===== config.mk =====
export PLATFORM = sky130hd
export DESIGN_NAME = mem_wb_elastic_reg
export DESIGN_NICKNAME = d
export VERILOG_FILES = /design/src/rtl/pipe_pkg.sv /design/src/rtl/wb_entry_reg.sv /design/src/rtl/mem_wb_elastic_reg.sv
export SDC_FILE = /design/constraint.sdc
export NUM_CORES = 1
export LEC_CHECK = 0
export BUFFER_PORTS_ARGS = -buffer_cell sky130_fd_sc_hd__buf_2
export CAP_MARGIN = 20
export CORE_MARGIN = 4
export CORE_UTILIZATION = 30
export DETAILED_ROUTE_END_ITERATION = 16
export GPL_TIMING_DRIVEN = 0
export PLACE_DENSITY = 0.52
export SLEW_MARGIN = 5
export SYNTH_ARGS = -nofsm -noshare
export SYNTH_HDL_FRONTEND = slang
export SYNTH_HIERARCHICAL = 1
export SYNTH_SLANG_ARGS = --single-unit

===== constraint.sdc =====
create_clock -name clk -period 2 [get_ports clk]
set_input_delay 0.3 -clock clk [delete_from_list [all_inputs] [get_ports clk]]
set_output_delay 0.3 -clock clk [all_outputs]
set_load 0.02 [all_outputs]

===== src/rtl/pipe_pkg.sv =====
// pipe_pkg: shared types and constants for the MEM/WB boundary register.
package pipe_pkg;
  localparam int XLEN_DEF = 32;
  localparam int RADDR_W_DEF = 5;
  localparam int REG_ZERO = 0;
  typedef enum logic [1:0] {EMPTY = 2'd0, ONE = 2'd1, TWO = 2'd2} state_t;
  typedef struct packed {
    logic                   wb_en;
    logic [RADDR_W_DEF-1:0] wb_addr;
    logic [XLEN_DEF-1:0]    wb_data;
  } wb_entry_t;
endpackage


===== src/rtl/wb_entry_reg.sv =====
// wb_entry_reg: one held writeback entry; clear drops only the valid bit, reset zeroes everything.
module wb_entry_reg
  import pipe_pkg::*;
#(
  parameter type T = wb_entry_t
) (
  input  logic clk,
  input  logic reset,
  input  logic clear,
  input  logic load,
  input  T     d,
  output logic valid,
  output T     q
);
  always_ff @(posedge clk)
    if (reset) begin
      valid <= 1'b0;
      q     <= '0;
    end else if (clear) begin
      valid <= 1'b0;
    end else if (load) begin
      valid <= 1'b1;
      q     <= d;
    end
endmodule


===== src/rtl/mem_wb_elastic_reg.sv =====
// mem_wb_elastic_reg: MEM/WB elastic boundary with optional skid entry, flush and forwarding.
module mem_wb_elastic_reg
  import pipe_pkg::*;
#(
  parameter int XLEN    = 32,
  parameter int RADDR_W = 5,
  parameter int SKID    = 1
) (
  input  logic               clk,
  input  logic               reset,
  input  logic               flush,
  input  logic               in_valid,
  output logic               in_ready,
  input  logic               in_memtoreg,
  input  logic               in_regwrite,
  input  logic [XLEN-1:0]    in_rdata,
  input  logic [XLEN-1:0]    in_alures,
  input  logic [RADDR_W-1:0] in_rd,
  output logic               out_valid,
  input  logic               out_ready,
  output logic               out_wb_en,
  output logic [RADDR_W-1:0] out_wb_addr,
  output logic [XLEN-1:0]    out_wb_data,
  output logic               fwd_valid,
  output logic [RADDR_W-1:0] fwd_addr,
  output logic [XLEN-1:0]    fwd_data,
  output logic [1:0]         occupancy
);
  typedef struct packed {
    logic               wb_en;
    logic [RADDR_W-1:0] wb_addr;
    logic [XLEN-1:0]    wb_data;
  } entry_t;
  state_t state, nxt;
  entry_t cap, main_d, main_q, skid_q;
  logic main_v, skid_v, in_fire, out_fire, main_load, main_clear, skid_load, skid_clear, ready_q;
  assign cap = '{wb_en: in_regwrite & (in_rd != RADDR_W'(REG_ZERO)), wb_addr: in_rd,
                 wb_data: in_memtoreg ? in_rdata : in_alures};
  assign in_ready   = (SKID != 0) ? ready_q : (~main_v | out_ready);
  assign in_fire    = in_valid & in_ready;
  assign out_fire   = main_v & out_ready;
  // Main always holds the oldest entry: it refills from skid first, otherwise from the input.
  assign main_load  = skid_v ? out_fire : in_fire & (~main_v | out_fire);
  assign main_d     = skid_v ? skid_q : cap;
  assign main_clear = flush | (out_fire & ~main_load);
  assign skid_load  = (SKID != 0) & in_fire & main_v & ~out_fire;
  assign skid_clear = flush | out_fire;
  wb_entry_reg #(.T(entry_t)) u_main (
    .clk(clk), .reset(reset), .clear(main_clear), .load(main_load),
    .d(main_d), .valid(main_v), .q(main_q)
  );
  wb_entry_reg #(.T(entry_t)) u_skid (
    .clk(clk), .reset(reset), .clear(skid_clear), .load(skid_load),
    .d(cap), .valid(skid_v), .q(skid_q)
  );
  always_comb
    nxt = flush ? EMPTY :
          state == EMPTY ? (in_fire ? ONE : EMPTY) :
          state == ONE ? ((in_fire & ~out_fire) ? TWO : (out_fire & ~in_fire) ? EMPTY : ONE) :
          (out_fire ? ONE : TWO);
  always_ff @(posedge clk)
    if (reset) begin
      state   <= EMPTY;
      ready_q <= 1'b1;
    end else begin
      state   <= nxt;
      ready_q <= nxt != TWO;
    end
  assign occupancy   = state;
  assign out_valid   = main_v;
  assign out_wb_en   = main_v & main_q.wb_en;
  assign out_wb_addr = main_q.wb_addr;
  assign out_wb_data = main_q.wb_data;
  // Youngest producer wins when both entries are held.
  assign fwd_valid   = skid_v ? skid_q.wb_en : main_v & main_q.wb_en;
  assign fwd_addr    = skid_v ? skid_q.wb_addr : main_q.wb_addr;
  assign fwd_data    = skid_v ? skid_q.wb_data : main_q.wb_data;
endmodule


==> results of run 1 <==
[registers in the layout, summed over array words and instances (netlist names)]
| register | cells |
|---|---|
| u_skid/valid | 1 |
| u_main/valid | 1 |
| u_skid/q | 38 |
| in_ready | 1 |
| u_main/q | 38 |
| occupancy | 2 |
[worst register-to-register path: stages (launching register included)]
cell and delay, ns:
dfxtp_1 0.34, clkbuf_2 0.21, nor2b_1 0.18, nor3_2 0.31, buf_4 0.26, clkbuf_4 0.24
nand4bb_1 0.16, o21ai_2 0.09
[metal layers]
metal  routed length (µm)  global-route usage
met5                    0                   0
met4                  318              0.0648
met3                  802              0.0218
met2                 8020               0.269
met1                 7540               0.205
[worst max-delay path by stage]
stage / startpoint / depth (start not counted) / end
final: u_skid/valid / 4 / fwd_data[20]
after global routing: u_skid/valid / 6 / u_main/q[26]
after CTS: u_skid/valid / 4 / fwd_data[20]
after detailed placement: u_skid/valid / 7 / u_main/q[19]
after global placement: u_skid/valid / 7 / u_main/q[26]
after floorplan: u_skid/valid / 7 / u_main/q[32]
[metrics by stage]
stage	area [µm²]	power [W]	hold slack, ns	TNS, ns
2_1_floorplan	5580	0.00235	0.372	0
3_3_place_gp	6630	0.00263	0.453	-4.41
3_5_place_dp	6630	0.00264	0.457	-4.76
4_1_cts	6900	0.00414	0.148	0
5_1_grt	6900	0.00426	0.164	0
6_report	6900	0.00407	0.170	0
[placed cells by master, fill, tap and decap left out, types with 3 or more instances in the layout]
cell type / instances
nand2b_4: 18
mux2_2: 66
nand2b_1: 59
dfxtp_1: 81
buf_6: 10
mux2_4: 30
clkbuf_4: 4
o21ai_2: 58
inv_1: 13
buf_2: 172
buf_8: 4
clkbuf_16: 9
nand2_1: 10
nor2b_1: 3
o21ai_0: 13
o21ai_1: 18
buf_4: 3
nand4bb_1: 76
clkbuf_1: 8
nor2_1: 3
buf_12: 3
[timing repair]
action	4_1_cts	5_1_grt
gates resized for setup	8	5
pin swaps	0	1
setup endpoints to repair	61	31
hold buffers	0	0
[kinds of logic (layout without fill, tap and decap cells)]
kind of cell / count (synthesis) / count (layout) / synth area share
buf+inv: 66 / 232 / 0.0826
simple gates: 178 / 178 / 0.287
mux: 96 / 96 / 0.214
compound gates: 94 / 94 / 0.125
flops: 81 / 81 / 0.291
[power groups by stage]
stage               clock [W]  combinational, W  sequential, W
finish                0.00147          0.000890        0.00171
global route          0.00158          0.000960        0.00172
CTS                   0.00153          0.000902        0.00171
detailed placement          0          0.000896        0.00175
global placement            0          0.000884        0.00174
floorplan                   0          0.000550        0.00180
[area by class of cell]
class / count / share of cell area
Clock inverter: 2 / 0.00145
Clock buffer: 10 / 0.0332
Buffer: 53 / 0.0631
Multi-Input combinational cell: 368 / 0.507
Sequential cell: 81 / 0.235
Timing Repair Buffer: 154 / 0.112
Tap cell: 229 / 0.0415
Inverter: 13 / 0.00707
==> out/results.txt, run 1 <==
syn nets - 591
Slew headroom - 0.668
Ant. Diodes - 0
Final WS setup - 0.0970 ns
endpoints failing setup - 0
Peak VDD IR - 0.435 mV
Worst R2R Setup Slack - 0.14 ns
DR DRC count - 0
clock share of power - 0.361
Layout Utilization - 0.380
post-synthesis async set-or-reset flop share - 0
P_leak - 3.02 nW
Cell variety after synth - 31
Hold WC Path Type - in2reg
Synth top area share - 0.291
Starting Density - 0.307
Crit path required time - 1.70 ns
Synth Register Bits - 81
CTS Buffer Depth - 2
Max Fclk - 525 MHz
CP startpoint kind - flop
area delta synth->final - 23.8%
Tcrit/Tclk final - 0.951
DIE HEIGHT - 144 µm
vias in the first global route - 4621
Commonest cells post-synth - dfxtp_1 (81), nand4bb_1 (76), mux2_2 (66)
Via density - 4.91
Skew-Pair Late Insertion Delay - 0.34 ns
Final Max Slew Viols - 0
Int Pwr - 0.00292 W
Most used DFF post-synth - dfxtp_1
element type at the critical path end - primary output
maxcap violations - 0
WS Path Type - reg2out
CORE AREA - 0.0181 mm²
clock tree root driver cell - clkbuf_16
RSZ-0062 raised after global routing - false
FF-to-FF path depth - 7
Clock Sink Count - 81
die area - 0.0208 mm²
Multi-input gate area - 0.00350 mm²
sequential power share - 0.421
Tmin final - 1.90 ns
Crit path top cell by count - buf_6
CP bufs+invs - 3
Synth area leader - dfxtp_1
CP cell instances - buf_6 > buf_6 > mux2_2 > buf_2
Post-CTS Setup Inserts - 0
htree depth - 3
Layout Cells excl Fill - 910
syn_area_per_cell - 10.8 µm²
Cells after Synth - 515
Initial DRC Count - 207
largest net degree at the start of global routing - 13
worst flop-to-flop path startpoint - u_skid/valid
most common cell in the netlist - dfxtp_1
Cell Rows - 49
fill count - 1825
Hold Path Depth - 2
Ys Warns - 6
Detailed Routing Iterations Pass 1 - 4
skew final - 0.00589 ns
antenna-violating nets left - 0
PortBufs - 154
pre-CTS setup slack - -0.223 ns
final wirelength - 16700 µm
Seq/Total Area, Yosys - 0.291
Vias - 4464
switching part of the total - 0.283
status - finished, final reports clean
layout cell share with drive strength beyond 1 - 0.562
Post-synth EDFFs - 0
Cell Area, Synth - 0.00558 mm²
RR Endpoint - u_main/q[19]
initial antenna violation count - 0
wire per inst - 18.3 µm
final hold viol count - 0
Slowest-stage cell, CP - dfxtp_1
CP max stage delay - 0.38 ns
Gate power share - 0.219
TritonCTS Buffers - 9
top cell family by delay on the critical path - buffers and inverters
CTS tree - built
Worst Hold End - occupancy[0]
Pwr per Cell Area - 589 mW/mm²
Net Switching - 0.00115 W
Reg clk slew, reported paths - 0.06 ns
Final nets - 756
Cells after DPL - 898
die width - 144 µm
Worst EP arrival - 1.60 ns
gr ovfl total - 0
top fanout value on the critical path - 10
GPL Wtd Cong - 0.783
worst hold start - flush
Least-Margin Pin Slew - 0.498 ns
# IOs - 156
global-route wire length before repair - 25500 µm
top cells by area, synth - dfxtp_1 (29%), nand4bb_1 (15%), mux2_2 (13%)
Register Area - 0.00162 mm²
overall routing resource usage - 0.159
dpl hpwl - 12200 µm
No activity file was read; power rests on OpenSTA's default activity.
==> run 2, diff against run 1 <==
CORE_UTILIZATION = 48   (was 30)
PLACE_DENSITY = 0.75   (was 0.52)
==> out/results.txt, run 2 (synthesis gave the netlist of run 1 again) <==
Ant. Diodes - 0 (unchanged)
Slew headroom - 0.718 (+0.0501)
Max Fclk - 527 MHz (+0.36%)
Net Switching - 0.00114 W (-0.84%)
DR DRC count - 0 (unchanged)
Layout Utilization - 0.603 (+0.222)
Least-Margin Pin Slew - 0.422 ns (-0.0752 ns)
Final nets - 756 (unchanged)
area delta synth->final - 23.4%
Hold WC Path Type - in2reg
GPL Wtd Cong - 0.810 (+3.5%)
Gate power share - 0.198 (-0.021)
final hold viol count - 0 (unchanged)
CTS Buffer Depth - 2 (unchanged)
WS Path Type - reg2out
Via density - 5.40 (+10%)
gr ovfl total - 0 (unchanged)
Peak VDD IR - 0.343 mV (-21%)
Tmin final - 1.90 ns (-0.00692 ns)
endpoints failing setup - 0 (unchanged)
DIE HEIGHT - 116 µm (-20%)
antenna-violating nets left - 0 (unchanged)
initial antenna violation count - 0 (unchanged)
layout cell share with drive strength beyond 1 - 0.566 (+0.00402)
global-route wire length before repair - 23200 µm (-8.9%)
clock tree root driver cell - clkbuf_16
met1 Use GR - 0.296 (+0.0908)
largest net degree at the start of global routing - 14 (+1)
Int Pwr - 0.00326 W (+12%)
hold_buf cts - 0 (unchanged)
Starting Density - 0.488 (+0.181)
# IOs - 156 (unchanged)
final wirelength - 14600 µm (-13%)
dpl hpwl - 10700 µm (-12%)
Final Cell Area - 0.00688 mm² (-0.27%)
top fanout value on the critical path - 10 (unchanged)
CP startpoint kind - flop
P_leak - 3.06 nW (+1.3%)
RSZ-0062 raised after global routing - false
Cell Rows - 39 (-20%)
die area - 0.0134 mm² (-36%)
vias in the first global route - 4595 (-0.56%)
fill count - 967 (-47%)
element type at the critical path end - primary output
Worst EP arrival - 1.60 ns (about the same)
status - finished, final reports clean
Crit path required time - 1.70 ns (about the same)
GRT met3 Usage - 0.0376 (+0.0158)
Clock Sink Count - 81 (unchanged)
htree depth - 3 (unchanged)
commonest non-fill, non-tap cell in the layout - buf_2
Final Max Slew Viols - 0 (unchanged)
PortBufs - 154 (unchanged)
CORE AREA - 0.0114 mm² (-37%)
Post-DP Area - 0.00653 mm² (-1.6%)
TritonCTS Buffers - 9 (unchanged)
sequential power share - 0.388 (-0.033)
Layout Cells excl Fill - 828 (-9.0%)
Initial DRC Count - 209 (+0.97%)
Reg clk slew, reported paths - 0.06 ns (about the same)
clock share of power - 0.413 (+0.052)
die width - 116 µm (-20%)
Min Hold Slack - 0.172 ns (+0.00149 ns)
Pwr Total - 0.00441 W (+8.3%)
Vias - 4472 (+0.18%)
Tcrit/Tclk final - 0.948 (-0.00346)
Skew-Pair Late Insertion Delay - 0.34 ns (about the same)
switching part of the total - 0.259 (-0.0239)
maxcap violations - 0 (unchanged)
skew final - 0.00626 ns (+0.000369 ns)
peak-usage layer in the global routing report - met2
Cells after DPL - 812 (-9.6%)
overall routing resource usage - 0.218 (+0.0589)
Pwr per Cell Area - 640 mW/mm² (+8.6%)
Detailed Routing Iterations Pass 1 - 4 (unchanged)
GR Util met2 - 0.362 (+0.0928)
CTS tree - built
wire per inst - 17.6 µm (-4.1%)
most frequent cells in the layout - buf_2 (172), dfxtp_1 (81), nand4bb_1 (76)
## run 2: area by class of cell
| class | instances | area, µm² | share of cell area |
|---|---|---|---|
| Sequential cell | 81 | 1620 | 0.236 |
| Timing Repair Buffer | 154 | 771 | 0.112 |
| Multi-Input combinational cell | 368 | 3500 | 0.508 |
| Inverter | 13 | 48.8 | 0.00709 |
| Clock inverter | 5 | 77.6 | 0.0113 |
| Clock buffer | 11 | 253 | 0.0367 |
| Tap cell | 143 | 179 | 0.0260 |
| Buffer | 53 | 433 | 0.0629 |
## run 2: power by group through the flow
stage | Combinational [W] | Clock (W) | Sequential, W
floorplan | 0.000550 | 0 | 0.00180
global placement | 0.000861 | 0 | 0.00174
detailed placement | 0.000875 | 0 | 0.00175
CTS | 0.000881 | 0.00185 | 0.00171
global route | 0.000938 | 0.00193 | 0.00172
finish | 0.000875 | 0.00182 | 0.00171
## run 2: stage by stage
step / TNS [ns] / setup WS, ns
after floorplan: 0 / 0.406
after global placement: -1.97 / -0.122
after detailed placement: -2.36 / -0.144
after CTS: 0 / 0.0106
after global routing: 0 / 0.00818
final: 0 / 0.104
## run 2: worst paths after layout
| path | start | endpoint | slack, ns | cells after the start |
|---|---|---|---|---|
| setup / recovery | u_skid/valid | fwd_data[29] | 0.10 | 4 |
| setup reg to reg | u_skid/valid | u_main/q[25] | 0.14 | 7 |
| hold / removal | flush | occupancy[0] | 0.17 | 2 |
| hold reg to reg | u_skid/q[36] | u_skid/q[36] | 0.47 | 2 |
## run 2: critical path: stages (launching register included)
cell and delay [ns]:
dfxtp_1 0.38, buf_6 0.17, buf_6 0.18, mux2_2 0.36, buf_2 0.16
## run 2: timing repair
item                                    4_1_cts  5_1_grt
gates resized for setup                       6        3
endpoints found under the setup margin       53       18
setup buffers                                 0        0
## run 2: layer usage
| layer | part of all wire | vias up |
|---|---|---|
| met1 | 0.45 | 2094 |
| met3 | 0.058 | 15 |
| met4 | 0.010 | 0 |
| li1 | - | 2202 |
| met2 | 0.48 | 161 |
| met5 | 0 | - |
==> run 3, diff against run 2 <==
ABC_AREA = 1   (was unset)
PLACE_DENSITY = 0.77   (was 0.75)
SLEW_MARGIN = unset   (was 5)
==> out/results.txt, run 3 <==
Most used DFF post-synth - dfxtp_1
DIE HEIGHT - 109 µm (-5.8%)
switching part of the total - 0.321 (+0.0616)
commonest non-fill, non-tap cell in the layout - nand2_1
PortBufs - 154 (unchanged)
Synth area leader - dfxtp_1
post-synthesis async set-or-reset flop share - 0 (unchanged)
clock tree root driver cell - clkbuf_8
Crit path required time - 1.70 ns (about the same)
Skew-Pair Late Insertion Delay - 0.34 ns (about the same)
top cells by area, synth - dfxtp_1 (33%), nand2_1 (23%), nor2_1 (12%)
Synth Register Bits - 81 (unchanged)
Cell variety after synth - 18 (-42%)
Detailed Routing Iterations Pass 1 - 4 (unchanged)
Multi-input gate area - 0.00247 mm² (-29%)
global-route wire length before repair - 21800 µm (-6.1%)
wire per inst - 11.9 µm (-33%)
Slew headroom - 0.651 (-0.0675)
Tmin final - 1.85 ns (-0.0465 ns)
CTS tree - built
dpl hpwl - 9910 µm (-7.2%)
most common cell in the netlist - nand2_1
Slowest-stage cell, CP - dfxtp_1
top fanout value on the critical path - 10 (unchanged)
Reg clk slew, reported paths - 0.09 ns (+0.03 ns)
CP max stage delay - 0.31 ns (-0.07 ns)
status - finished, final reports clean
Final WS setup - 0.150 ns (+0.0465 ns)
Final Max Slew Viols - 0 (unchanged)
top cell family by delay on the critical path - buffers and inverters
area delta synth->final - 23.4% (about the same)
RSZ-0062 raised after global routing - false
Commonest cells post-synth - nand2_1 (297), nor2_1 (160), inv_1 (122)
pre-CTS setup slack - -0.0234 ns (+0.121 ns)
GPL Wtd Cong - 0.852 (+5.1%)
P_leak - 3.65 nW (+19%)
Least-Margin Pin Slew - 0.524 ns (+0.101 ns)
gr ovfl total - 0 (unchanged)
Clock Sink Count - 81 (unchanged)
layout cell share with drive strength beyond 1 - 0.251 (-0.315)
final hold viol count - 0 (unchanged)
endpoints failing setup - 0 (unchanged)
die width - 109 µm (-5.8%)
CP startpoint kind - flop
Layout Utilization - 0.613 (+0.00985)
Hold WC Path Type - in2reg
largest net degree at the start of global routing - 14 (unchanged)
CTS Buffer Depth - 2 (unchanged)
final wirelength - 13600 µm (-6.8%)
Int Pwr - 0.00260 W (-20%)
maxcap violations - 0 (unchanged)
Tcrit/Tclk final - 0.925 (-0.0232)
Cells after Synth - 841 (+63%)
Seq/Total Area, Yosys - 0.331 (+0.0403)
htree depth - 3 (unchanged)
syn_area_per_cell - 5.82 µm² (-46%)
CP bufs+invs - 5 (+2)
Pwr per Cell Area - 634 mW/mm² (-0.98%)
Vias - 5265 (+18%)
WS Path Type - reg2out
Pwr Total - 0.00383 W (-13%)
sequential power share - 0.451 (+0.063)
CP cell instances - buf_2 > inv_2 > buf_6 > buf_4 > nand2_1 > nand2_1 > buf_2
Initial DRC Count - 213 (+1.9%)
die area - 0.0119 mm² (-11%)
Layout Cells excl Fill - 1144 (+38%)
Synth top area share - 0.331 (+0.0403)
overall routing resource usage - 0.230 (+0.0116)
most frequent cells in the layout - nand2_1 (297), buf_2 (176), nor2_1 (160)
initial antenna violation count - 0 (unchanged)
element type at the critical path end - primary output
DR DRC count - 0 (unchanged)
Final nets - 1082 (+43%)
TritonCTS Buffers - 9 (unchanged)
Net Switching - 0.00123 W (+7.6%)
Cells after DPL - 1128 (+39%)
Ys Warns - 6 (unchanged)
Post-synth EDFFs - 0 (unchanged)
syn nets - 917 (+55%)
Starting Density - 0.497 (+0.00819)
vias in the first global route - 4609 (+0.30%)
Worst EP arrival - 1.55 ns (-0.05 ns)
Via density - 4.60 (-15%)
CORE AREA - 0.00986 mm² (-14%)
# IOs - 156 (unchanged)
skew final - 0.0131 ns (+0.00688 ns)
Peak VDD IR - 0.331 mV (-3.6%)
Cell Area, Synth - 0.00490 mm² (-12%)
clock share of power - 0.307 (-0.106)
Cell Rows - 36 (-7.7%)
fill count - 1083 (+12%)
Ant. Diodes - 0 (unchanged)
Max Fclk - 541 MHz (+2.5%)
antenna-violating nets left - 0 (unchanged)
Register Area - 0.00162 mm² (unchanged)
Gate power share - 0.241 (+0.043)
## run 3: cell count changes after synthesis, moves of 66 or more
cell,before,now
inv_1,13,122
nand3_1,0,79
nand2_1,10,297
nand4bb_1,76,0
mux2_2,66,0
nor2_1,3,160
## run 3: kinds of logic after synthesis
logic type             Yosys count  synth area share
AND/OR/NAND/NOR                542             0.438
flip-flops                      81             0.331
AO/OA/AOI/OAI                   39            0.0644
buffers and inverters          179             0.167
## run 3: cell type report
| class | count | share of cell area |
|---|---|---|
| well taps | 133 | 0.0275 |
| clock inverters | 5 | 0.00932 |
| clock buffers | 11 | 0.0217 |
| flip-flops and latches | 81 | 0.268 |
| inverters | 127 | 0.0789 |
| plain buffers | 52 | 0.0578 |
| multi-input cells | 581 | 0.409 |
| repair buffers | 154 | 0.128 |
## run 3: final timing paths
| path | startpoint | endpoint | slack, ns | depth (start not counted) |
|---|---|---|---|---|
| max | u_skid/valid | fwd_data[0] | 0.15 | 7 |
| min | flush | occupancy[1] | 0.15 | 2 |
| max reg2reg | u_skid/valid | u_main/q[29] | 0.19 | 10 |
| min reg2reg | u_skid/q[17] | u_skid/q[17] | 0.49 | 2 |
## run 3: stage by stage
| step | TNS, ns | hold slack [ns] | area [µm²] |
|---|---|---|---|
| floorplan | 0 | 0.372 | 4900 |
| global placement | -0.268 | 0.461 | 5840 |
| detailed placement | -0.204 | 0.472 | 5840 |
| CTS | 0 | 0.132 | 6030 |
| global route | 0 | 0.142 | 6040 |
| finish | 0 | 0.146 | 6040 |
## run 3: what timing repair did
item / 4_1_cts / 5_1_grt
hold buffers: 0 / 0
setup buffers: 0 / 0
setup endpoints to repair: 29 / 24
gates resized for setup: 2 / 5
cloned: 0 / 0
## run 3: power by group through the flow
stage / Sequential [W] / Combinational, W / Clock (W)
6_report: 0.00173 / 0.000925 / 0.00118
5_1_grt: 0.00174 / 0.00104 / 0.00127
4_1_cts: 0.00173 / 0.000925 / 0.00120
3_5_place_dp: 0.00177 / 0.000920 / 0
3_3_place_gp: 0.00176 / 0.000913 / 0
2_1_floorplan: 0.00184 / 0.000553 / 0
## run 3: layer usage
layer / share of wire / track usage
met4: 0.0095 / 0.0613
met2: 0.47 / 0.380
met5: 0 / 0
met1: 0.46 / 0.312
met3: 0.063 / 0.0355
